$ cat config.mk
export PLATFORM = sky130hd
export DESIGN_NAME = hazard_stall_unit
export DESIGN_NICKNAME = d
export VERILOG_FILES = /design/src/rtl/hazard_stall_unit_pkg.sv /design/src/rtl/hazard_stall_unit_mdu_busy_tracker.sv /design/src/rtl/hazard_stall_unit.sv
export SDC_FILE = /design/constraint.sdc
export NUM_CORES = 1
export LEC_CHECK = 0
export ABC_AREA = 1
export CAP_MARGIN = 20
export CELL_PAD_IN_SITES_DETAIL_PLACEMENT = 1
export CELL_PAD_IN_SITES_GLOBAL_PLACEMENT = 1
export CORE_ASPECT_RATIO = 1.2
export CORE_UTILIZATION = 29
export CTS_BUF_LIST = sky130_fd_sc_hd__clkbuf_8
export CTS_CLUSTER_SIZE = 10
export DETAILED_ROUTE_END_ITERATION = 8
export PLACE_DENSITY_LB_ADDON = 0.15
export SLEW_MARGIN = 20
export SYNTH_ARGS = -nofsm -noshare
export SYNTH_HDL_FRONTEND = slang
export SYNTH_SLANG_ARGS = --single-unit
$ cat constraint.sdc
create_clock -name clk -period 3.35 [get_ports clk]
set_input_delay 0.5025 -clock clk [delete_from_list [all_inputs] [get_ports clk]]
set_output_delay 0.5025 -clock clk [all_outputs]
set_load 0.01 [all_outputs]
$ cat src/rtl/hazard_stall_unit_pkg.sv
// Shared types and constants for the hazard stall/flush controller.
package hazard_pkg;

  localparam int unsigned REG_AW = 5;
  localparam int unsigned MDU_CW = 6;
  localparam logic [REG_AW-1:0] ZERO_REG = 5'd0;

  typedef enum logic {
    RUN      = 1'b0,
    MDU_BUSY = 1'b1
  } hazard_state_e;

endpackage

$ cat src/rtl/hazard_stall_unit_mdu_busy_tracker.sv
// Tracks MDU occupancy: RUN/MDU_BUSY state plus down-counter of remaining busy cycles.
module mdu_busy_tracker
  import hazard_pkg::*;
#(
  parameter int unsigned MDU_LAT = 32
) (
  input  logic clk,
  input  logic rst_n,
  input  logic issue,
  output logic busy
);

  hazard_state_e state, state_nx;
  logic [MDU_CW-1:0] mdu_cnt, mdu_cnt_nx;

  always_ff @(posedge clk) begin
    if (!rst_n) begin
      state   <= RUN;
      mdu_cnt <= '0;
    end else begin
      state   <= state_nx;
      mdu_cnt <= mdu_cnt_nx;
    end
  end

  always_comb begin
    state_nx   = state;
    mdu_cnt_nx = mdu_cnt;
    case (state)
      RUN: begin
        if (issue) begin
          state_nx   = MDU_BUSY;
          mdu_cnt_nx = MDU_CW'(MDU_LAT - 1);
        end
      end
      MDU_BUSY: begin
        // Counter keeps running regardless of pipeline freeze.
        if (mdu_cnt == '0) state_nx = RUN;
        else               mdu_cnt_nx = mdu_cnt - 6'd1;
      end
      default: state_nx = RUN;
    endcase
  end

  assign busy = (state == MDU_BUSY);

endmodule

$ cat src/rtl/hazard_stall_unit.sv
// Stall/flush controller for the 5-stage MIPS pipeline.
// Optional perf counters enabled by defining HAZARD_PERF_CNT_EN.
module hazard_stall_unit
  import hazard_pkg::*;
#(
  parameter int unsigned MDU_LAT = 32,
  parameter int unsigned PERF_W  = 32
) (
  input  logic              clk,
  input  logic              rst_n,
  input  logic [REG_AW-1:0] IF_ID_rs,
  input  logic [REG_AW-1:0] IF_ID_rt,
  input  logic              ID_use_rt,
  input  logic              ID_branch,
  input  logic              ID_mdu,
  input  logic              ID_hilo_rd,
  input  logic              branch_taken,
  input  logic              ID_jump,
  input  logic              ID_EX_regwr,
  input  logic              ID_EX_memRd,
  input  logic [REG_AW-1:0] ID_EX_regwrad,
  input  logic              EX_MEM_regwr,
  input  logic              EX_MEM_memRd,
  input  logic              EX_MEM_memWr,
  input  logic [REG_AW-1:0] EX_MEM_regwrad,
  input  logic              dmem_ready,
  output logic              PC_wr,
  output logic              IF_ID_wr,
  output logic              IF_ID_flush,
  output logic              ID_EX_flush,
  output logic              EX_MEM_wr,
  output logic              MEM_WB_flush,
  output logic              mdu_busy
`ifdef HAZARD_PERF_CNT_EN
  ,
  output logic [PERF_W-1:0] perf_stall_cyc,
  output logic [PERF_W-1:0] perf_flush_cnt
`endif
);

  logic ex_hit_rs, ex_hit_rt, mem_hit_rs, mem_hit_rt;
  logic load_use, branch_hz, mdu_hz, id_stall, mem_freeze;
  logic busy, issue;

  assign ex_hit_rs  = (ID_EX_regwrad  != ZERO_REG) && (ID_EX_regwrad  == IF_ID_rs);
  assign ex_hit_rt  = (ID_EX_regwrad  != ZERO_REG) && (ID_EX_regwrad  == IF_ID_rt);
  assign mem_hit_rs = (EX_MEM_regwrad != ZERO_REG) && (EX_MEM_regwrad == IF_ID_rs);
  assign mem_hit_rt = (EX_MEM_regwrad != ZERO_REG) && (EX_MEM_regwrad == IF_ID_rt);

  assign load_use   = ID_EX_memRd && (ex_hit_rs || (ID_use_rt && ex_hit_rt));
  assign branch_hz  = ID_branch && ((ID_EX_regwr && (ex_hit_rs || ex_hit_rt)) ||
                                    (EX_MEM_regwr && (mem_hit_rs || mem_hit_rt)));
  assign mdu_hz     = busy && (ID_mdu || ID_hilo_rd);
  assign id_stall   = load_use || branch_hz || mdu_hz;
  assign mem_freeze = (EX_MEM_memRd || EX_MEM_memWr) && !dmem_ready;

  // Tracker only accepts an issue while in RUN.
  assign issue = rst_n && ID_mdu && !id_stall && !mem_freeze;

  mdu_busy_tracker #(.MDU_LAT(MDU_LAT)) u_mdu (
    .clk   (clk),
    .rst_n (rst_n),
    .issue (issue),
    .busy  (busy)
  );

  always_comb begin
    PC_wr        = 1'b1;
    IF_ID_wr     = 1'b1;
    IF_ID_flush  = 1'b0;
    ID_EX_flush  = 1'b0;
    EX_MEM_wr    = 1'b1;
    MEM_WB_flush = 1'b0;
    if (!rst_n) begin
      PC_wr        = 1'b0;
      IF_ID_wr     = 1'b0;
      IF_ID_flush  = 1'b1;
      ID_EX_flush  = 1'b1;
      EX_MEM_wr    = 1'b0;
      MEM_WB_flush = 1'b1;
    end else if (mem_freeze) begin
      PC_wr        = 1'b0;
      IF_ID_wr     = 1'b0;
      EX_MEM_wr    = 1'b0;
      MEM_WB_flush = 1'b1;
    end else if (id_stall) begin
      PC_wr       = 1'b0;
      IF_ID_wr    = 1'b0;
      ID_EX_flush = 1'b1;
    end else begin
      IF_ID_flush = branch_taken || ID_jump;
    end
  end

  assign mdu_busy = rst_n && busy;

`ifdef HAZARD_PERF_CNT_EN
  always_ff @(posedge clk) begin
    if (!rst_n) begin
      perf_stall_cyc <= '0;
      perf_flush_cnt <= '0;
    end else begin
      if (id_stall || mem_freeze) perf_stall_cyc <= perf_stall_cyc + 1'b1;
      if (IF_ID_flush)            perf_flush_cnt <= perf_flush_cnt + 1'b1;
    end
  end
`endif

endmodule

Word level (Yosys, flattened, before mapping)
Cells that the tools add are included.
- register bits after elaboration: 7
- input bits: 34
- output and inout port bits: 7
- add/subtract/negate cells: 1
- reductions and logical operators: 31
- bitwise gates (word level): 1
- mux-type cells: 19
- eq/ne operators: 6
- operator list (cell ; count):
    $eq 5x5->1 ; 4
    $logic_and 1x1->1 ; 15
    $mux 1 ; 15
    $mux 6 ; 2
    $pmux 6 s2 ; 1
    $reduce_bool 5->1 ; 2
    $logic_or 1x1->1 ; 9
    $logic_not 6->1 ; 1
    $sub 6x1->6 const B ; 1
    $ne 2x2->1 const B ; 2
    $logic_not 1->1 ; 3
    $pmux 1 s2 ; 1
    $reduce_and 2->1 ; 1
    $not 1->1 ; 1

Depth between registers and ports, before layout
Gate-level depths: netlist (run 1).
- depth in word-level cells: 13
- gate-level depth with buffers: 15

Cells and area by module
Synthesis (run 1) repeated with hierarchy kept, for this count alone.
- cell total of the unflattened synthesis: 151
- area, all modules: 887.1 um^2
- modules (own cells, without submodules) (module ; cells an instance ; instances ; area an instance (um^2)):
    hazard_stall_unit ; 92 ; 1 ; 467.9
    mdu_busy_tracker ; 59 ; 1 ; 419.2

Worst setup path after synthesis (run 1)
No wires, ideal clock.
- path type: input to output
- start point: input ID_EX_regwrad[0]
- end point: output PC_wr
- data arrival time: 1.599 ns
- slack: 1.249 ns
- stages: 9
- path buffers: 1
- path through: or2_0 -> nor2_1 -> nor2_1 -> nand3_1 -> nand2_1 -> a21oi_2 -> nand2_1 -> nor2_1 -> buf_4
- word-level cells in the longest chain between the ends: 11
- elaborated cells on any way between the ends: 17
- classes of those cells: 2 x eq/ne; 3 x mux; 12 x reduce/logical
- ends and longest elaborated chain (item ; line ; text):
    from (decl) ; hazard_stall_unit.sv:21 ; input logic [REG_AW-1:0] ID_EX_regwrad,
    $eq 5x5->1 (tied with other cells) ; hazard_stall_unit.sv:45 ; assign ex_hit_rs = (ID_EX_regwrad != ZERO_REG) && (ID_EX_regwrad == IF_ID_rs);
    $logic_and 1x1->1 (on tied branches) ; hazard_stall_unit.sv:45, hazard_stall_unit.sv:46 ;
    $logic_or 1x1->1 ; hazard_stall_unit.sv:51 ; assign branch_hz = ID_branch && ((ID_EX_regwr && (ex_hit_rs || ex_hit_rt)) ||
    $logic_and 1x1->1 ; hazard_stall_unit.sv:51 ;
    $logic_or 1x1->1 ; hazard_stall_unit.sv:51 ;
    $logic_and 1x1->1 ; hazard_stall_unit.sv:51 ;
    $logic_or 1x1->1 (*) (2 in a row) ; hazard_stall_unit.sv:54 ; assign id_stall = load_use || branch_hz || mdu_hz;
    $mux 1 (*) (3 in a row) ; -- ;
    to (decl) ; hazard_stall_unit.sv:27 ; output logic PC_wr,
Every way passes the cells marked *; elsewhere a longest branch is shown, timed or not.

Worst setup path in the final report (run 1)
- start point: input ID_EX_regwrad[0]
- end point: output IF_ID_flush
- word-level cells in the longest chain between the ends: 11
- elaborated cells on any way between the ends: 17
- classes of those cells: 2 x eq/ne; 3 x mux; 12 x reduce/logical
- ends and longest elaborated chain (item ; line ; text):
    $eq 5x5->1 (tied with other cells) ; hazard_stall_unit.sv:45 ;
    $logic_and 1x1->1 (on tied branches) ; hazard_stall_unit.sv:45, hazard_stall_unit.sv:46 ;
    $logic_or 1x1->1 ; hazard_stall_unit.sv:51 ;
    $logic_and 1x1->1 ; hazard_stall_unit.sv:51 ;
    $logic_or 1x1->1 ; hazard_stall_unit.sv:51 ;
    $logic_and 1x1->1 ; hazard_stall_unit.sv:51 ;
    $logic_or 1x1->1 (*) (2 in a row) ; hazard_stall_unit.sv:54 ;
    $mux 1 (*) ; hazard_stall_unit.sv:86 ; end else if (id_stall) begin
    $mux 1 (*) ; hazard_stall_unit.sv:81 ; end else if (mem_freeze) begin
    $mux 1 (*) ; hazard_stall_unit.sv:74 ; if (!rst_n) begin
    to (decl) ; hazard_stall_unit.sv:29 ; output logic IF_ID_flush,
Marks and branches as above.

==> impl_metrics.ini, run 1 <==
[cts]
cts_hold_buf = 0
clock-root-buffer = clkbuf_8
clock-sinks = 7
cts_made_buffers = 3
worstSkewPairLatency_ps = 220
cts_tree = done
cts.path.max_buffers = 2
post_cts_resize_count = 0
path_clk_slew_ps = 40
htreeDepth = 1
cts_setup_buffers = 0

[synthesis]
syn-cell-area_um2 = 855
yosysWarningCount = 0
synth_top_area_cell = nand2_1
synth.net_count = 186
synth_area_leaders = nand2_1, dfxtp_1, nor2_1
ys_ff_latch = 7
syn_inst = 151
synth.distinct_cells = 24
ys_seq_area_frac = 0.164
avgSynthCellArea_um2 = 5.66
synth.top_cell.area_share = 0.167

[die]
initial_utilization = 0.307
fp-row-count = 21
io-pin-count = 41
core_area_mm2 = 0.00279
die_h_um = 61.5
die_w_um = 51.6
floorplan.die_area_mm2 = 0.00317

[final_layout]
syn_to_final_growth_pct = 54.2
final_core_util = 0.473
num_antenna_cells = 0
fillers = 394
fin_area_mm2 = 0.00132
nNetsFinal = 227
drive_gt1_frac = 0.0576

[placed_design]
gp_congestion = 0.723
port_buffers = 40
hpwl_mm = 2.24
place_area_mm2 = 0.00127

[worst_setup_path]
cp.depth = 10
ff2ff_path_depth = 8
cp_num_buf_inv = 2
crit_arrival_ps = 2520
worst_path_dominant_cell_family = buffers and inverters
r2r_slack_ps = 1660
cp_max_fo = 3
worstPathCellList = clkdlybuf4s50_1 -> or2_0 -> nor2_1 -> nor2_1 -> nand3_1 -> nand2_1 -> a21oi_2 -> nand2_1 -> o21ai_0 -> clkdlybuf4s50_1
crit_path_end_kind = output port
crit_slowest_cell = clkdlybuf4s50_1
path_class = in2out
worstSetupStartpointType = primary input
cpPeakStageDelay_ps = 550
required_ps = 2850

[timing]
rsz0062_at_grt = false
fmax_ghz = 0.330
worstMarginPinSlew_ps = 390
tns_ps = 0
finalCritPeriodShare = 0.903
slew_viol_final = 0
setup_viol = 0
relSlewSlack = 0.737
hold_violations = 0
skew_ps = 0.256
finalCriticalPeriod_ps = 3030

[hold_path]
min_path_cells = 3
hp-class = reg2reg

[global_route]
grt_pass1_vias = 1040
grt_usage = 0.171
antenna_found_initial = 0
grt_overflow = 0
grt_pass1_wl_mm = 4.12
grt_max_degree = 12

[job]
drv_cap = 0

[detailed_routing]
wl_mm = 2.54
dr.pass1.iters = 4
drc = 0
via_per_inst = 4.71
ant_nets = 0
avgRoutedWirePerCell_um = 11.3
vias = 1060
drt_iter0_drc = 5

[outcome]
outcome = finished clean

[power]
ir_worst_vdd_mv = 0.147
p_leak_nw = 0.657
p_total_w = 0.000381
p_per_area_mw_per_mm2 = 289
## report_power, final
| group | internal, W | leakage (nW) | switching [W] | total, W |
|---|---|---|---|---|
| clock | 0.0000793 | 0.0269 | 0.0000371 | 0.000116 |
| sequential | 0.0000931 | 0.0575 | 0.00000740 | 0.000101 |
| combinational | 0.0000841 | 0.573 | 0.0000795 | 0.000164 |
| total | 0.000257 | 0.657 | 0.000124 | 0.000381 |
## state kept, by name, indices dropped and copies added (netlist names)
signal / count
u_mdu.busy: 1
u_mdu.mdu_cnt: 6
## cells in the mapped netlist
| cell type | n |
|---|---|
| a21o_1 | 1 |
| a21oi_1 | 6 |
| a21oi_2 | 1 |
| a31oi_1 | 1 |
| buf_2 | 2 |
| buf_4 | 1 |
| buf_6 | 1 |
| clkbuf_1 | 1 |
| dfxtp_1 | 7 |
| ha_1 | 1 |
| inv_1 | 23 |
| nand2_1 | 38 |
| nand2_2 | 2 |
| nand3_1 | 8 |
| nand3_2 | 4 |
| nand3b_1 | 1 |
| nand4_1 | 1 |
| nor2_1 | 27 |
| nor3_1 | 1 |
| o21ai_0 | 8 |
| o22ai_1 | 1 |
| or2_0 | 1 |
| xnor2_1 | 7 |
| xor2_1 | 7 |
## stage by stage
| step | setup WS, ps | hold WS [ps] | cells |
|---|---|---|---|
| finish | 324 | 517 | 225 |
| global route | 126 | 589 | 225 |
| CTS | 285 | 524 | 225 |
| detailed placement | 292 | 513 | 221 |
| global placement | 345 | 483 | 221 |
| floorplan | 1250 | 475 | 151 |
## cells by family after synthesis
| family | after synthesis | synth area share |
|---|---|---|
| flops | 7 | 0.164 |
| simple gates | 83 | 0.423 |
| fa+ha+maj | 1 | 0.0146 |
| compound gates | 18 | 0.116 |
| xor+xnor | 14 | 0.143 |
| buf+inv | 28 | 0.139 |
## placed cells by master (no fill, tap or decap), drive strengths merged
master and n:
a21o 1, xnor2 7, dfxtp 7, nand3b 1, buf 1, a21oi 7, a31oi 1, or2 1
xor2 7, inv 24, nand4 1, clkdlybuf4s50 40, nor3 1, nor2 27, clkbuf 3, nand3 12
nand2 40, o21ai 8, ha 1, o22ai 1
## routing by layer
layer  global-route usage  routed length, µm  vias to the layer above
li1                     -                  -                      544
met1                0.172                967                      492
met2                0.354               1490                       22
met3               0.0148                 55                        2
met4               0.0695                 27                        0
met5                    0                  0                        -
## final cells by class
type / count / area [µm²] / area share
timing repair buffer: 41 / 408 / 0.310
multi-input combinational: 116 / 596 / 0.452
clock buffer: 3 / 41.3 / 0.0313
tap: 34 / 42.5 / 0.0323
sequential: 7 / 140 / 0.106
inverter: 23 / 86.3 / 0.0655
clock inverter: 1 / 3.75 / 0.00285
## worst reg2reg max path: stages (launching register included)
cell and delay, ps:
dfxtp_1 310, inv_1 100, ha_1 200, nand4_1 140, o21ai_0 360, buf_4 250, nand3_1 100, nand2_1 80
nor2_1 40
## final timing paths
kind,from,end
setup / recovery,ID_EX_regwrad[0],IF_ID_flush
hold reg to reg,u_mdu.mdu_cnt[0]$_SDFFE_PN0P_,u_mdu.mdu_cnt[0]$_SDFFE_PN0P_
hold / removal,u_mdu.mdu_cnt[0]$_SDFFE_PN0P_,u_mdu.mdu_cnt[0]$_SDFFE_PN0P_
setup reg to reg,u_mdu.mdu_cnt[0]$_SDFFE_PN0P_,u_mdu.mdu_cnt[3]$_SDFFE_PN0P_
(Power assumes the default switching activity.)
==> run 2, diff against run 1 <==
Settings changed: MAX_ROUTING_LAYER set to met4.
==> run 2 against run 1 <==
Compared with the run above: maximum frequency about the same; worst setup slack barely moved; critical path depth did not move; first-iteration DRC count unchanged; routed wire length is 0.12% higher; sequential cell count unchanged; core utilization unchanged; die area unchanged; sequential share of layout area unchanged; total power about the same; via count decreased by 0.19%; highest routed layer unchanged.
==> impl_metrics.ini, run 2 (same netlist as run 1, synthesis figures left out) <==
[outcome]
outcome = finished clean

[detailed_routing]
vias = 1058
avgRoutedWirePerCell_um = 11.3
dr.pass1.iters = 4
wl_mm = 2.54
drc = 0
via_per_inst = 4.70
drt_iter0_drc = 5
ant_nets = 0

[worst_setup_path]
crit_slowest_cell = clkdlybuf4s50_1
crit_path_end_kind = output port
worstPathCellList = clkdlybuf4s50_1 -> or2_0 -> nor2_1 -> nor2_1 -> nand3_1 -> nand2_1 -> a21oi_2 -> nand2_1 -> o21ai_0 -> clkdlybuf4s50_1
cp_max_fo = 3
worst_path_dominant_cell_family = buffers and inverters
cp.depth = 10
cp_num_buf_inv = 2
required_ps = 2850
path_class = in2out
ff2ff_path_depth = 8
worstSetupStartpointType = primary input
cpPeakStageDelay_ps = 550
crit_arrival_ps = 2520

[timing]
tns_ps = 0
skew_ps = 0.349
rsz0062_at_grt = false
slew_viol_final = 0
fmax_ghz = 0.330
setup_viol = 0
finalWorstSetupSlack_ps = 324
finalCritPeriodShare = 0.903
worstMarginPinSlew_ps = 390
finalCriticalPeriod_ps = 3030
hold_violations = 0
relSlewSlack = 0.737

[global_route]
grt_overflow = 0
grt_pass1_vias = 1039
antenna_found_initial = 0
grt_pass1_wl_mm = 4.12
grt_usage = 0.176
grt_max_degree = 12

[cts]
cts.path.max_buffers = 2
path_clk_slew_ps = 40
cts_setup_buffers = 0
post_cts_resize_count = 0
clock-root-buffer = clkbuf_8
cts_tree = done
htreeDepth = 1
clock-sinks = 7
cts_hold_buf = 0
worstSkewPairLatency_ps = 220
cts_made_buffers = 3

[die]
fp-row-count = 21
initial_utilization = 0.307
core_area_mm2 = 0.00279
die_w_um = 51.6
floorplan.die_area_mm2 = 0.00317
io-pin-count = 41
die_h_um = 61.5

[final_layout]
final_cell_mix = clkdlybuf4s50_1, nand2_1, nor2_1
syn_to_final_growth_pct = 54.2
final_core_util = 0.473
largest_reg_flops = 6
instances_no_fill = 225
drive_gt1_frac = 0.0576
final_common_cell = clkdlybuf4s50_1
nNetsFinal = 227
top_register = u_mdu.mdu_cnt
num_antenna_cells = 0

[placed_design]
port_buffers = 40
hpwl_mm = 2.24
place_ws_ps = 292
gp_congestion = 0.732
place_inst = 221

[power]
p_leak_nw = 0.657
ir_worst_vdd_mv = 0.147
p_per_area_mw_per_mm2 = 289

[job]
drv_cap = 0

[hold_path]
hp-class = reg2reg
min_path_cells = 3
==> run 2: final timing paths <==
check	from	end	slack, ps
max reg2reg	u_mdu.mdu_cnt[0]$_SDFFE_PN0P_	u_mdu.mdu_cnt[4]$_SDFFE_PN0P_	1660
min	u_mdu.mdu_cnt[0]$_SDFFE_PN0P_	u_mdu.mdu_cnt[0]$_SDFFE_PN0P_	520
max	ID_EX_regwrad[0]	IF_ID_flush	320
min reg2reg	u_mdu.mdu_cnt[0]$_SDFFE_PN0P_	u_mdu.mdu_cnt[0]$_SDFFE_PN0P_	520
==> run 2: report_power, final <==
group          internal [W]  total, W  switching (W)
clock network     0.0000793  0.000116      0.0000369
logic             0.0000841  0.000164      0.0000796
registers         0.0000931  0.000101     0.00000742
==> run 2: routing by layer <==
layer | up-vias | global-route usage | share of wire
met5 | - | - | 0
met3 | 2 | 0.0148 | 0.022
met1 | 491 | 0.172 | 0.38
met2 | 22 | 0.354 | 0.58
met4 | 0 | 0.0695 | 0.011
li1 | 543 | - | -
==> run 2: layout make-up <==
class	instances	area, µm²
Multi-Input combinational cell	116	596
Sequential cell	7	140
Clock buffer	3	41.3
Inverter	23	86.3
Timing Repair Buffer	41	408
Clock inverter	1	3.75
Fill cell	394	1470
Tap cell	34	42.5
==> run 2: stage by stage <==
stage / hold WS, ps / total power, W / area (µm²)
floorplan: 475 / 0.000189 / 855
global placement: 483 / 0.000259 / 1270
detailed placement: 513 / 0.000267 / 1270
CTS: 524 / 0.000386 / 1320
global route: 589 / 0.000412 / 1320
finish: 517 / 0.000380 / 1320
==> run 2: worst register-to-register path: stages, from the launching register on <==
cell and delay (ps):
dfxtp_1 310, inv_1 100, ha_1 200, nand4_1 140, o21ai_0 360, buf_4 250, nand3_1 90, nand2_1 80
inv_1 40
==> run 3, diff against run 2 <==
Settings changed: HOLD_SLACK_MARGIN set to 0.03.
==> results of run 3 <==
Same layout as run 2: the final DEF is identical, and so are final timing and power.
